<file path="config.mk">
export PLATFORM = sky130hd
export DESIGN_NAME = mem_port_arbiter
export DESIGN_NICKNAME = d
export VERILOG_FILES = /design/src/rtl/mem_port_arbiter_pkg.sv /design/src/rtl/mem_port_arbiter_byte_seq.sv /design/src/rtl/mem_port_arbiter.sv
export SDC_FILE = /design/constraint.sdc
export NUM_CORES = 1
export LEC_CHECK = 0
export ABC_CLOCK_PERIOD_IN_PS = 6690
export BUFFER_PORTS_ARGS = -buffer_cell sky130_fd_sc_hd__buf_4
export CAP_MARGIN = 20
export CORE_ASPECT_RATIO = 1.1
export CORE_MARGIN = 8
export CORE_UTILIZATION = 45
export CTS_BUF_LIST = sky130_fd_sc_hd__clkbuf_8
export DETAILED_ROUTE_END_ITERATION = 10
export GPL_ROUTABILITY_DRIVEN = 0
export PLACE_DENSITY = 0.71
export SETUP_SLACK_MARGIN = 0.2
export SLEW_MARGIN = 10
export SYNTH_ARGS = -nofsm -noshare
export SYNTH_HDL_FRONTEND = slang
export SYNTH_SLANG_ARGS = --single-unit
export TNS_END_PERCENT = 100
</file>
<file path="constraint.sdc">
create_clock -name clk -period 6.69 [get_ports clk]
set_input_delay 1.0035 -clock clk [delete_from_list [all_inputs] [get_ports clk]]
set_output_delay 1.0035 -clock clk [all_outputs]
set_load 0.1 [all_outputs]
</file>
<file path="src/rtl/mem_port_arbiter_pkg.sv">
`default_nettype none
// ---------------------------------------------------------------------------
// mem_port_arbiter_pkg : state and access-length codes for the RAM port arbiter
// Revision: 1.0
// ---------------------------------------------------------------------------
package mem_port_arbiter_pkg;

  typedef enum logic [1:0] {
    ARB_IDLE = 2'd0,
    ARB_RD   = 2'd1,
    ARB_WR   = 2'd2,
    ARB_DONE = 2'd3
  } arb_state_t;

  localparam logic [1:0] LEN_BYTE = 2'b00;
  localparam logic [1:0] LEN_HALF = 2'b01;
  localparam logic [1:0] LEN_WORD = 2'b10;

  // Both 2'b10 and 2'b11 select a word access.
  function automatic logic [2:0] len_bytes(input logic [1:0] len);
    case (len)
      LEN_BYTE: return 3'd1;
      LEN_HALF: return 3'd2;
      default:  return 3'd4;
    endcase
  endfunction

endpackage
`default_nettype wire

</file>
<file path="src/rtl/mem_port_arbiter_byte_seq.sv">
`default_nettype none
// ---------------------------------------------------------------------------
// mem_byte_seq : byte counter, wrapping address incrementer, little-endian read assembler
// Revision: 1.0
// ---------------------------------------------------------------------------
module mem_byte_seq #(
  parameter int ADDR_W = 32
) (
  input  logic              clk,
  input  logic              rst,
  input  logic              start,
  input  logic [ADDR_W-1:0] base,
  input  logic              adv,
  input  logic              cap,
  input  logic [7:0]        din,
  output logic [2:0]        cnt,
  output logic [ADDR_W-1:0] addr,
  output logic [31:0]       asm_nxt
);

  logic [2:0]        r_cnt;
  logic [ADDR_W-1:0] r_base;
  logic [31:0]       r_asm;
  logic [1:0]        w_idx;

  // A captured byte belongs to the address issued one cycle earlier.
  assign w_idx = r_cnt[1:0] - 2'd1;
  assign cnt   = r_cnt;
  assign addr  = r_base + {{(ADDR_W-3){1'b0}}, r_cnt};

  always_comb begin
    asm_nxt = r_asm;
    if (cap) asm_nxt[{w_idx, 3'b000} +: 8] = din;
  end

  always_ff @(posedge clk) begin
    if (rst) begin
      r_cnt  <= 3'd0;
      r_base <= '0;
      r_asm  <= 32'd0;
    end else if (start) begin
      r_cnt  <= 3'd0;
      r_base <= base;
      r_asm  <= 32'd0;
    end else begin
      if (adv) r_cnt <= r_cnt + 3'd1;
      if (cap) r_asm <= asm_nxt;
    end
  end

endmodule
`default_nettype wire

</file>
<file path="src/rtl/mem_port_arbiter.sv">
`default_nettype none
// ---------------------------------------------------------------------------
// mem_port_arbiter : shares one byte-wide RAM port between IF fetches and MEM loads/stores
// Option macro MEM_ARB_FAIR_EN: alternate grants when both sides request. Revision: 1.0
// ---------------------------------------------------------------------------
module mem_port_arbiter
  import mem_port_arbiter_pkg::*;
#(
  parameter int ADDR_W = 32
) (
  input  logic              clk,
  input  logic              rst,
  input  logic              if_req_i,
  input  logic [ADDR_W-1:0] if_addr_i,
  input  logic              if_abort_i,
  output logic [31:0]       if_data_o,
  output logic              if_done_o,
  input  logic              mem_req_i,
  input  logic              mem_wr_i,
  input  logic [1:0]        mem_len_i,
  input  logic [ADDR_W-1:0] mem_addr_i,
  input  logic [31:0]       mem_wdata_i,
  output logic [31:0]       mem_rdata_o,
  output logic              mem_done_o,
  input  logic [7:0]        ram_din_i,
  output logic [ADDR_W-1:0] ram_addr_o,
  output logic [7:0]        ram_dout_o,
  output logic              ram_wr_o,
  output logic              busy_o
);

  arb_state_t        r_state, w_state_nxt;
  logic              r_owner_mem;
  logic [2:0]        r_nbytes;
  logic [31:0]       r_wdata;
  logic [31:0]       r_if_data;
  logic [31:0]       r_mem_rdata;

  logic              w_if_want, w_pick_mem, w_grant, w_abort, w_rd_last;
  logic [2:0]        w_cnt;
  logic [ADDR_W-1:0] w_seq_addr;
  logic [31:0]       w_asm_nxt;

  assign w_if_want = if_req_i & ~if_abort_i;
  assign w_grant   = (r_state == ARB_IDLE) & (mem_req_i | w_if_want);

`ifdef MEM_ARB_FAIR_EN
  logic r_last_mem;
  assign w_pick_mem = mem_req_i & ~(w_if_want & r_last_mem);

  always_ff @(posedge clk) begin
    if (rst)          r_last_mem <= 1'b0;
    else if (w_grant) r_last_mem <= w_pick_mem;
  end
`else
  assign w_pick_mem = mem_req_i;
`endif

  // Only an IF read can be cancelled; MEM accesses always run to completion.
  assign w_abort   = (r_state == ARB_RD) & ~r_owner_mem & if_abort_i;
  assign w_rd_last = (r_state == ARB_RD) & (w_cnt == r_nbytes) & ~w_abort;

  mem_byte_seq #(.ADDR_W(ADDR_W)) u_seq (
    .clk     (clk),
    .rst     (rst),
    .start   (w_grant),
    .base    (w_pick_mem ? mem_addr_i : if_addr_i),
    .adv     ((r_state == ARB_RD) | (r_state == ARB_WR)),
    .cap     ((r_state == ARB_RD) & (w_cnt != 3'd0)),
    .din     (ram_din_i),
    .cnt     (w_cnt),
    .addr    (w_seq_addr),
    .asm_nxt (w_asm_nxt)
  );

  always_comb begin
    w_state_nxt = r_state;
    case (r_state)
      ARB_IDLE: if (w_grant) w_state_nxt = (w_pick_mem & mem_wr_i) ? ARB_WR : ARB_RD;
      ARB_RD: begin
        if (w_abort)                   w_state_nxt = ARB_IDLE;
        else if (w_cnt == r_nbytes)    w_state_nxt = ARB_DONE;
      end
      ARB_WR:   if (w_cnt == r_nbytes - 3'd1) w_state_nxt = ARB_DONE;
      default:  w_state_nxt = ARB_IDLE;
    endcase
  end

  always_ff @(posedge clk) begin
    if (rst) begin
      r_state     <= ARB_IDLE;
      r_owner_mem <= 1'b0;
      r_nbytes    <= 3'd0;
      r_wdata     <= 32'd0;
      r_if_data   <= 32'd0;
      r_mem_rdata <= 32'd0;
    end else begin
      r_state <= w_state_nxt;
      if (w_grant) begin
        r_owner_mem <= w_pick_mem;
        r_nbytes    <= w_pick_mem ? len_bytes(mem_len_i) : 3'd4;
        r_wdata     <= mem_wdata_i;
      end
      if (w_rd_last) begin
        if (r_owner_mem) r_mem_rdata <= w_asm_nxt;
        else             r_if_data   <= w_asm_nxt;
      end
    end
  end

  // The extra RD cycle after the last address only waits for the final byte.
  always_comb begin
    ram_addr_o = '0;
    ram_dout_o = 8'd0;
    ram_wr_o   = 1'b0;
    if (r_state == ARB_WR) begin
      ram_addr_o = w_seq_addr;
      ram_dout_o = r_wdata[{w_cnt[1:0], 3'b000} +: 8];
      ram_wr_o   = 1'b1;
    end else if ((r_state == ARB_RD) && (w_cnt < r_nbytes)) begin
      ram_addr_o = w_seq_addr;
    end
  end

  assign if_done_o   = (r_state == ARB_DONE) & ~r_owner_mem;
  assign mem_done_o  = (r_state == ARB_DONE) &  r_owner_mem;
  assign busy_o      = (r_state != ARB_IDLE);
  assign if_data_o   = r_if_data;
  assign mem_rdata_o = r_mem_rdata;

endmodule
`default_nettype wire

</file>
==> results.md, run 1 <==
* Setup TNS at 0 ns
* Req. time, crit path at 5.69 ns
* Fin. Hold Viols at 0
* Final ANT Viol Nets at 0
* IO buf count at 219
* # nets final at 1194
* Maximum VDD drop at 0.214 mV
* Pwr/cell area at 408 mW/mm^2
* HP Class: reg2reg
* Distinct cells, synth at 49
* Post-cts sizing count at 0
* Post-synthesis cell count at 881
* Layout overhead on the synthesized area at 27.8%
* Via-to-Cell Ratio at 5.16
* Post-synthesis sequential area ratio at 0.443
* Post-CTS Setup Bufs at 0
* Core Region at 0.0168 sq mm
* F_max at 0.223 GHz
* Syn Area/Cell at 8.66 sq um
* First-pass GRT wire length at 32900 microns
* Pins over their slew limit at 0
* Vias in the first global route at 6256
* Initial Utilization at 0.453
* Detailed-placement wirelength estimate at 14700 microns
* Die X-Extent at 140 microns
* Post-layout min period at 4.49 ns
* Drt pass-1 iters at 5
* Top_reg_cell synth: dfxtp_1
* Outcome: complete, no violations
* Via count at 6624
* Root Buffer: clkbuf_8
* Critical path type: reg2out
* WP data arrival at 3.49 ns
* Leak at 0.00398 uW
* Total congestion overflow at 0
* Measured slew at the worst slew-check pin at 0.973 ns
* Core Util, Final at 0.579
* Global router's overall resource usage at 0.188
* Most frequent cells in the layout: buf_4, nor2_1, dfxtp_1
* Slew Limit Headroom at 0.350
* Sequential cell area at 0.00338 sq mm
* Commonest non-fill, non-tap cell in the layout: buf_4
* DR WL/cell at 15.7 microns
* CTS buffer count at 17
* Die Area at 0.0214 sq mm
* FF-to-FF path depth at 7
* #FFs+latches synth at 169
* RSZ-0062 raised after global routing: no
* Clk slew on worst S/H paths at 0.09 ns
* Initial antenna violation count at 0
* Share of layout cells above drive strength 1 at 0.265
* Worst Setup Start Kind: flop
* Final WL at 20200 microns
* DRC violations left at 0
* Clk_skew at 0.0140 ns
* Critical Path Fanout Max at 17
* Rows at 50
* Largest net degree at the start of global routing at 97
* Clk_lat worst skew at 0.45 ns
* Asr flop ratio synth at 0
* Area occupied by multi-input gates at 0.00393 sq mm
* H-Tree Depth at 4
* WHS Path Cells at 2
* Antenna Cells at 0
* CTS tree: yes
* CTS Sinks at 169
* Ports at 220
* Mapped cell area at 0.00763 sq mm
* Synth warnings at 0
* Final worst-path cycle share at 0.671
* Maximum clock path buffer count at 2
* Post-Syn Nets at 1012
* Setup violations, final at 0
* DR iter-0 viols at 299
* Number of fill cells at 1591
* EDFF count, synth at 0
* Post-CTS Hold Buffers at 0
* Die height at 153 microns
* Max cap viols at 0
* CP Capture Type: primary output
-- report_power, final --
part / leakage, uW / switching (uW) / total, uW / internal (uW)
registers: 0.00138 / 177 / 1370 / 1190
clock network: 0.000199 / 371 / 714 / 343
logic: 0.00241 / 1380 / 1890 / 510
-- worst paths after layout --
check,endpoint,from,slack (ns)
worst max-delay path,ram_addr_o[31],u_seq.cnt[1],2.20
worst min-delay path,r_wdata[31],r_wdata[31],0.46
worst max register to register,if_data_o[17],u_seq.cnt[0],3.79
worst min register to register,r_wdata[31],r_wdata[31],0.46
-- sequential cells by signal (all words and copies together), names as in the netlist --
name	flops
u_seq.cnt	3
u_seq.r_asm	32
if_data_o	32
r_state	2
r_owner_mem	1
mem_rdata_o	32
r_wdata	32
u_seq.r_base	32
r_nbytes	3
-- cell usage after synthesis (all sizes together) (2+ instances only) --
cell type / instances / area, sq um
nor2: 178 / 673
dfxtp: 169 / 3380
a211oi: 97 / 728
nand2: 79 / 297
a21oi: 64 / 324
mux2i: 42 / 420
clkbuf: 36 / 135
buf: 30 / 153
nor3: 22 / 110
ha: 18 / 225
and3: 17 / 108
xnor2: 16 / 140
xor2: 16 / 140
inv: 12 / 45.0
nand3: 12 / 77.6
nand2b: 11 / 68.8
and2: 10 / 62.6
nand4: 9 / 56.3
mux4: 8 / 180
nor2b: 6 / 40.0
and4: 5 / 45.0
o211ai: 4 / 35.0
a21o: 2 / 15.0
nor3b: 2 / 15.0
nor4: 2 / 12.5
nor4b: 2 / 17.5
o21ai: 2 / 10.0
-- worst max-delay path: stages (launching register included) --
cell and delay (ns):
dfxtp_1 0.96, ha_1 0.38, a21o_1 0.15, a21oi_1 0.62, nor3_1 0.20, a31o_2 0.29, a21oi_1 0.12, buf_4 0.31
-- cell type report --
| cell class | instances | area share |
|---|---|---|
| multi-input cells | 634 | 0.403 |
| flip-flops and latches | 169 | 0.347 |
| repair buffers | 229 | 0.178 |
| well taps | 208 | 0.0267 |
| clock buffers | 18 | 0.0254 |
| clock inverters | 14 | 0.0148 |
| inverters | 12 | 0.00462 |
-- logic make-up after synthesis --
logic type / after synthesis / share of synthesized area
AND/OR/NAND/NOR: 358 / 0.210
AO/OA/AOI/OAI: 174 / 0.152
flip-flops: 169 / 0.443
buffers and inverters: 78 / 0.0436
multiplexers: 50 / 0.0787
XOR/XNOR: 33 / 0.0399
adder cells (fa/ha/maj): 19 / 0.0321
-- through the flow --
step	instances	hold slack (ns)	setup WS [ns]	power (uW)	cell area [sq um]
2_1_floorplan	881	0.432	2.36	2870	7630
4_1_cts	1281	0.457	2.12	4020	9710
3_3_place_gp	1248	0.440	2.28	3280	9310
3_5_place_dp	1249	0.445	2.64	3300	9320
6_report	1284	0.458	2.20	3980	9750
5_1_grt	1284	0.470	1.92	4220	9750
-- metal layers --
layer	global-route usage	wire length, microns	vias to the layer above
li1	-	-	3432
met4	0.0631	297	0
met2	0.306	9900	147
met5	0	0	-
met3	0.0458	802	16
met1	0.238	9210	3029
Note: power is estimated with default switching activity, not from simulation.
==> run 2, diff against run 1 <==
- ABC_CLOCK_PERIOD_IN_PS: 6690 -> 3800
- PLACE_DENSITY: 0.71 -> 0.74
- clock period: 6.69 -> 3.8 ns (I/O delays scaled with it)
==> run 2 against run 1 <==
Largest power group unchanged. Via count rose by 0.94%. Non-clock buffer count rose by 4. Sequential power rose by 73%. Sequential share of layout area fell by 0.39 points. Register-to-register slack got worse by 2.7 ns. Final area rose by 1.1%. Die area did not move. Largest cell class unchanged. Total power rose by 82%. Final cell count rose by 0.31%. Critical path type unchanged. Clock power rose by 100%. Global-route usage rose by 0.25 points. First-iteration DRC count fell by 13%.
==> results.md, run 2 (same netlist as run 1, synthesis figures left out) <==
* Most frequent cells in the layout: buf_4, nor2_1, dfxtp_1 (unchanged)
* Slew Limit Headroom at 0.356 (was 0.350)
* Internal power at 3780 uW (was 2050 uW)
* Fin. Hold Viols at 0 (unchanged)
* Net Sw Frac at 0.478 (was 0.485)
* Setup violations, final at 0 (unchanged)
* Die height at 153 microns (unchanged)
* Final Power at 7240 uW (was 3980 uW)
* Post-CTS Setup Bufs at 0 (unchanged)
* Initial Utilization at 0.453 (unchanged)
* F_max at 0.305 GHz
* Layout overhead on the synthesized area at 29.2% (was 27.8%)
* Final WL at 20500 microns (was 20200 microns)
* Die X-Extent at 140 microns (unchanged)
* HP Class: in2reg (was reg2reg)
* Crit-path most repeated cell: buf_4 (was a21oi_1)
* Drt pass-1 iters at 5 (unchanged)
* CP cell instances: buf_4, ha_1, nor2b_1, o21ai_0, a31oi_4, buf_4, nor2b_1, buf_4 (was ha_1, a21o_1, a21oi_1, nor3_1, a31o_2, a21oi_1, buf_4)
* Worst Setup Start Kind: flop (unchanged)
* Maximum clock path buffer count at 2 (unchanged)
* Pins over their slew limit at 0 (unchanged)
* WHS Path Cells at 3 (was 2)
* Vias in the first global route at 6628 (was 6256)
* Commonest non-fill, non-tap cell in the layout: buf_4 (unchanged)
* Core Util, Final at 0.586 (was 0.579)
* Post-layout min period at 3.28 ns
* Clock power share at 0.198 (was 0.179)
* Pwr/cell area at 735 mW/mm^2 (was 408 mW/mm^2)
* Critical path type: reg2out (unchanged)
* Rows at 50 (unchanged)
* Clk slew on worst S/H paths at 0.09 ns (about the same)
* Total congestion overflow at 0 (unchanged)
* Critical Path Fanout Max at 32 (was 17)
* RSZ-0062 raised after global routing: no (unchanged)
* Via count at 6686 (was 6624)
* Maximum VDD drop at 0.413 mV (was 0.214 mV)
* # nets final at 1198 (was 1194)
* Core Region at 0.0168 sq mm (unchanged)
* CTS buffer count at 17 (unchanged)
* Setup TNS at 0 ns (unchanged)
* Max cap viols at 0 (unchanged)
* Critical R2R Launch: u_seq.cnt[0] (unchanged)
* Clk_lat worst skew at 0.46 ns (was 0.45 ns)
* Antenna Cells at 0 (unchanged)
* Detailed-placement wirelength estimate at 15200 microns (was 14700 microns)
* H-Tree Depth at 4 (unchanged)
* Worst hold endpoint: r_wdata[27] (was r_wdata[31])
* WP buf/inv at 3 (was 1)
* Outcome: complete, no violations (unchanged)
* DR WL/cell at 15.9 microns (was 15.7 microns)
* Measured slew at the worst slew-check pin at 0.967 ns (was 0.973 ns)
* FF-to-FF setup slack at 1.09 ns (was 3.79 ns)
* Combinational power share at 0.474 (was 0.476)
* DR iter-0 viols at 260 (was 299)
* Die Area at 0.0214 sq mm (unchanged)
* Share of layout cells above drive strength 1 at 0.272 (was 0.265)
* Register share of total power at 0.328 (was 0.345)
* FF-to-FF path depth at 8 (was 7)
* Psw at 3470 uW (was 1930 uW)
* Post-route cell area at 0.00986 sq mm (was 0.00975 sq mm)
* IO buf count at 219 (unchanged)
* Worst Min Path Start: mem_wdata_i[27] (was r_wdata[31])
* Post-cts sizing count at 0 (unchanged)
* CTS tree: yes (unchanged)
* Largest net degree at the start of global routing at 92 (was 97)
* Hold slack at 0.347 ns (was 0.458 ns)
* Worst path slowest cell: dfxtp_1 (unchanged)
* WP data arrival at 2.71 ns (was 3.49 ns)
* Final ANT Viol Nets at 0 (unchanged)
* Via-to-Cell Ratio at 5.19 (was 5.16)
* Reg-to-Reg End: mem_rdata_o[18] (was if_data_o[17])
* First-pass GRT wire length at 33200 microns (was 32900 microns)
* CP Capture Type: primary output (unchanged)
* Critical path's top delay family: buffers and inverters (was compound AO/OA/AOI/OAI gates)
* Root Buffer: clkbuf_8 (unchanged)
* Cell Area, Placed at 0.00940 sq mm (was 0.00932 sq mm)
* Req. time, crit path at 3.23 ns (was 5.69 ns)
* Initial antenna violation count at 0 (unchanged)
* Clk_skew at 0.0104 ns (was 0.0140 ns)
* Critical Path Max Stage Delay at 0.38 ns (was 0.96 ns)
* DRC violations left at 0 (unchanged)
* Final worst-path cycle share at 0.864
* Post-CTS Hold Buffers at 0 (unchanged)
* Leak at 0.00403 uW (was 0.00398 uW)
* Global router's overall resource usage at 0.190 (was 0.188)
* CTS Sinks at 169 (unchanged)
* Ports at 220 (unchanged)
## run 2: cell count changes in the layout (fill, tap and decap cells not counted), sizes merged
cell	before	now
bufinv	2	4
buf	229	233
clkinv	4	1
inv	17	18
## run 2: metrics by stage
step | setup slack, ns | std cells
after floorplan | 0.0794 | 881
after global placement | 1.06 | 1256
after detailed placement | 0.990 | 1256
after CTS | 0.468 | 1288
after global routing | 0.292 | 1288
final | 0.518 | 1288
## run 2: power groups by stage
stage | sequential [uW] | combinational (uW) | clock (uW)
floorplan | 3160 | 1900 | 0
global placement | 2400 | 3420 | 0
detailed placement | 2410 | 3460 | 0
CTS | 2370 | 3460 | 1470
global route | 2420 | 3670 | 1550
finish | 2370 | 3430 | 1440
## run 2: worst register-to-register path, stage by stage (launching register included)
cell and delay (ns):
dfxtp_1 0.35, buf_4 0.27, inv_1 0.15, ha_1 0.33, and3_1 0.22, and3_2 0.50
buf_4 0.47, nor2_1 0.09, a211oi_1 0.24
## run 2: worst max-delay path by stage
stage	startpoint	end	slack, ns	cells past startpoint
2_1_floorplan	r_state[0]	ram_addr_o[13]	0.08	6
3_3_place_gp	u_seq.cnt[1]	ram_addr_o[0]	1.06	8
3_5_place_dp	u_seq.cnt[1]	ram_addr_o[0]	0.99	8
4_1_cts	u_seq.cnt[1]	ram_addr_o[0]	0.47	8
5_1_grt	u_seq.cnt[1]	ram_addr_o[0]	0.29	8
6_report	u_seq.cnt[1]	ram_addr_o[0]	0.52	8
## run 2: layer usage
metal / vias up / track usage / share of wire
met4: 0 / 0.0626 / 0.012
met3: 19 / 0.0511 / 0.052
li1: 3430 / - / -
met1: 3072 / 0.226 / 0.43
met5: - / 0 / 0
met2: 165 / 0.326 / 0.50
## run 2: layout make-up
type | count | area [sq um]
clock buffers | 18 | 248
well taps | 208 | 260
multi-input cells | 634 | 3950
inverters | 12 | 45.0
repair buffers | 233 | 1760
flip-flops and latches | 169 | 3380
clock inverters | 14 | 208
fillers | 1572 | 6970
==> run 3, diff against run 2 <==
- ABC_AREA: default -> 1
- PLACE_DENSITY: 0.74 -> 0.73
==> run 3 against run 2 <==
Combinational power shrank 6.7%. Final cell count grew 24%. Count of clock-buffer cells in the layout shrank 1. Flip-flop and latch count is the same. Register-to-register slack gained 0.18 ns. Via count grew 21%. Total power shrank 3.8%. Worst setup slack gained 0.022 ns. Maximum frequency grew 0.68%. Clock power shrank 6%. Utilization grew 1.5 points. Critical path depth grew 1. Largest power group unchanged.
==> results.md, run 3 <==
* Measured slew at the worst slew-check pin at 0.610 ns (was 0.967 ns)
* Largest net degree at the start of global routing at 61 (was 92)
* Worst Min Path Start: rst (was mem_wdata_i[27])
* Clk slew on worst S/H paths at 0.09 ns (about the same)
* DR iter-0 viols at 532 (was 260)
* WP data arrival at 2.69 ns (was 2.71 ns)
* DRC violations left at 0 (unchanged)
* CTS buffer count at 17 (unchanged)
* CTS tree: yes (unchanged)
* Antenna Cells at 0 (unchanged)
* First-pass GRT wire length at 39000 microns (was 33200 microns)
* Clock power share at 0.195 (was 0.198)
* Initial Utilization at 0.461 (was 0.453)
* Pins over their slew limit at 0 (unchanged)
* Global router's overall resource usage at 0.220 (was 0.190)
* Combinational power share at 0.459 (was 0.474)
* Ports at 220 (unchanged)
* IO buf count at 219 (unchanged)
* Core Region at 0.0171 sq mm (was 0.0168 sq mm)
* Maximum clock path buffer count at 2 (unchanged)
* Synth warnings at 0 (unchanged)
* Setup TNS at 0 ns (unchanged)
* Commonest non-fill, non-tap cell in the layout: nand2_1 (was buf_4)
* CP Capture Type: primary output (unchanged)
* # nets final at 1481 (was 1198)
* Net Sw Frac at 0.495 (was 0.478)
* Critical R2R Launch: u_seq.cnt[0] (unchanged)
* Via-to-Cell Ratio at 5.06 (was 5.19)
* Via count at 8079 (was 6686)
* Most frequent cells in the layout: nand2_1, buf_4, nor2_1 (was buf_4, nor2_1, dfxtp_1)
* Top_reg_cell synth: dfxtp_1 (unchanged)
* Critical Path Fanout Max at 17 (was 32)
* Root Buffer: clkbuf_8 (unchanged)
* Initial antenna violation count at 0 (unchanged)
* Die Area at 0.0220 sq mm (was 0.0214 sq mm)
* Clk_skew at 0.0101 ns (was 0.0104 ns)
* Post-layout min period at 3.26 ns (was 3.28 ns)
* Post-synthesis cell count at 1155 (was 881)
* Share of layout cells above drive strength 1 at 0.221 (was 0.272)
* FF-to-FF setup slack at 1.27 ns (was 1.09 ns)
* Post-synthesis sequential area ratio at 0.430 (was 0.443)
* Top cells by area, synth: dfxtp_1, nand2_1, nor2_1 (was dfxtp_1, a211oi_1, nor2_1)
* Slew Limit Headroom at 0.592 (was 0.356)
* Req. time, crit path at 3.23 ns (about the same)
* Pwr/cell area at 680 mW/mm^2 (was 735 mW/mm^2)
* WHS Path Cells at 2 (was 3)
* Leak at 0.00440 uW (was 0.00403 uW)
* Mapped cell area at 0.00787 sq mm (was 0.00763 sq mm)
* Placed Cells at 1561 (was 1256)
* CP Launch Point: r_state[0] (was u_seq.cnt[1])
* Setup ws final at 0.541 ns (was 0.518 ns)
* Reg-to-Reg End: mem_rdata_o[4] (was mem_rdata_o[18])
* Top-count cell post-synth: nand2_1 (was nor2_1)
* Asr flop ratio synth at 0 (unchanged)
* Worst hold endpoint: r_nbytes[2] (was r_wdata[27])
* Maximum VDD drop at 0.470 mV (was 0.413 mV)
* HP Class: in2reg (unchanged)
* Final WL at 24500 microns (was 20500 microns)
* CTS Sinks at 169 (unchanged)
* Detailed-placement wirelength estimate at 18000 microns (was 15200 microns)
* Syn Area/Cell at 6.81 sq um (was 8.66 sq um)
* Die X-Extent at 142 microns (was 140 microns)
* Critical path type: reg2out (unchanged)
* Worst Setup Start Kind: flop (unchanged)
* Share of the synthesized area in the top cell type at 0.430 (was 0.443)
* H-Tree Depth at 4 (unchanged)
* Distinct cells, synth at 29 (was 49)
* Psw at 3450 uW (was 3470 uW)
* Post-CTS Hold Buffers at 0 (unchanged)
* Max cap viols at 0 (unchanged)
* Layout overhead on the synthesized area at 30.3% (was 29.2%)
* EDFF count, synth at 0 (unchanged)
* RSZ-0062 raised after global routing: no (unchanged)
* Internal power at 3520 uW (was 3780 uW)
* Drt pass-1 iters at 5 (unchanged)
* Outcome: complete, no violations (unchanged)
* Rows at 50 (unchanged)
* Final worst-path cycle share at 0.858 (was 0.864)
* Dpl ws at 0.844 ns (was 0.990 ns)
* Final ANT Viol Nets at 0 (unchanged)
* F_max at 0.307 GHz (was 0.305 GHz)
* #FFs+latches synth at 169 (unchanged)
* DR WL/cell at 15.3 microns (was 15.9 microns)
* Clk_lat worst skew at 0.46 ns (about the same)
* Post-Syn Nets at 1286 (was 1012)
* FF-to-FF path depth at 10 (was 8)
* Die height at 155 microns (was 153 microns)
* Setup violations, final at 0 (unchanged)
* Vias in the first global route at 7655 (was 6628)
* Fin. Hold Viols at 0 (unchanged)
* Leading area contributor after synthesis: dfxtp_1 (unchanged)
* Register share of total power at 0.346 (was 0.328)
* Final cell count without fillers at 1597 (was 1288)
* Total congestion overflow at 0 (unchanged)
* Most frequent cells after synthesis: nand2_1, nor2_1, dfxtp_1, o21ai_0, a21oi_1 (was nor2_1, dfxtp_1, a211oi_1, nand2_1, a21oi_1)
[run 3: cell count changes after synthesis, moves of 15 or more]
cell and change:
a211oi_1 -96, a21oi_1 +36, a31oi_1 +31, and3_1 -15, inv_1 +53, mux2i_1 -42, nand2_1 +171, nand3_1 +16
nor2_1 +48, nor3_1 -21, o21ai_0 +145, o21ai_1 +21
[run 3: repair_timing]
action,4_1_cts,5_1_grt
endpoints found under the hold margin,0,0
endpoints found under the setup margin,0,6
setup buffers,0,4
gates resized for setup,0,1
[run 3: cell type report]
type	count	area, sq um
fillers	1658	6820
multi-input cells	853	4100
flip-flops and latches	169	3380
repair buffers	236	1780
well taps	234	293
inverters	73	279
clock buffers	17	234
clock inverters	15	186
[run 3: worst max path at each step]
stage / slack, ns / endpoint
after floorplan: 0.10 / ram_addr_o[19]
after global placement: 0.92 / ram_addr_o[27]
after detailed placement: 0.84 / ram_addr_o[31]
after CTS: 0.32 / ram_addr_o[31]
after global routing: 0.36 / ram_addr_o[28]
final: 0.54 / ram_addr_o[6]
[run 3: metal layers]
layer,share of wire,GRT usage,vias up
met1,0.42,0.258,3611
li1,-,-,4143
met2,0.48,0.374,277
met5,0,0,-
met4,0.026,0.0870,0
met3,0.070,0.0545,48
[run 3: kinds of logic after synthesis]
kind of cell	Yosys count	share of synthesized area
AOI/OAI and AO/OA	302	0.198
xor gates and xnor gates	8	0.00890
adders and majority gates	19	0.0312
buffers and inverters	133	0.0672
DFF	169	0.430
and+or+nand+nor	524	0.265
[run 3: power by group through the flow]
stage / registers (uW) / logic [uW] / clock network, uW
floorplan: 3050 / 1800 / 0
global placement: 2430 / 3160 / 0
detailed placement: 2440 / 3170 / 0
CTS: 2410 / 3180 / 1390
global route: 2460 / 3440 / 1460
finish: 2410 / 3200 / 1360
[run 3: per-stage QoR]
| step | total power (uW) | utilization | area (sq um) | hold WS, ns |
|---|---|---|---|---|
| 2_1_floorplan | 4840 | - | 8010 | 0.450 |
| 3_3_place_gp | 5590 | 0.574 | 9800 | 0.461 |
| 3_5_place_dp | 5620 | 0.574 | 9800 | 0.470 |
| 4_1_cts | 6980 | 0.598 | 10200 | 0.256 |
| 5_1_grt | 7370 | 0.600 | 10300 | 0.255 |
| 6_report | 6970 | 0.600 | 10300 | 0.286 |
[run 3: critical path, cell delays in order (launching register included)]
cell and delay, ns:
dfxtp_1 0.35, inv_1 0.11, ha_2 0.22, clkinv_1 0.25, nand2_1 0.18, buf_4 0.25
clkinvlp_4 0.24, buf_4 0.24, nor2_4 0.10, buf_4 0.29
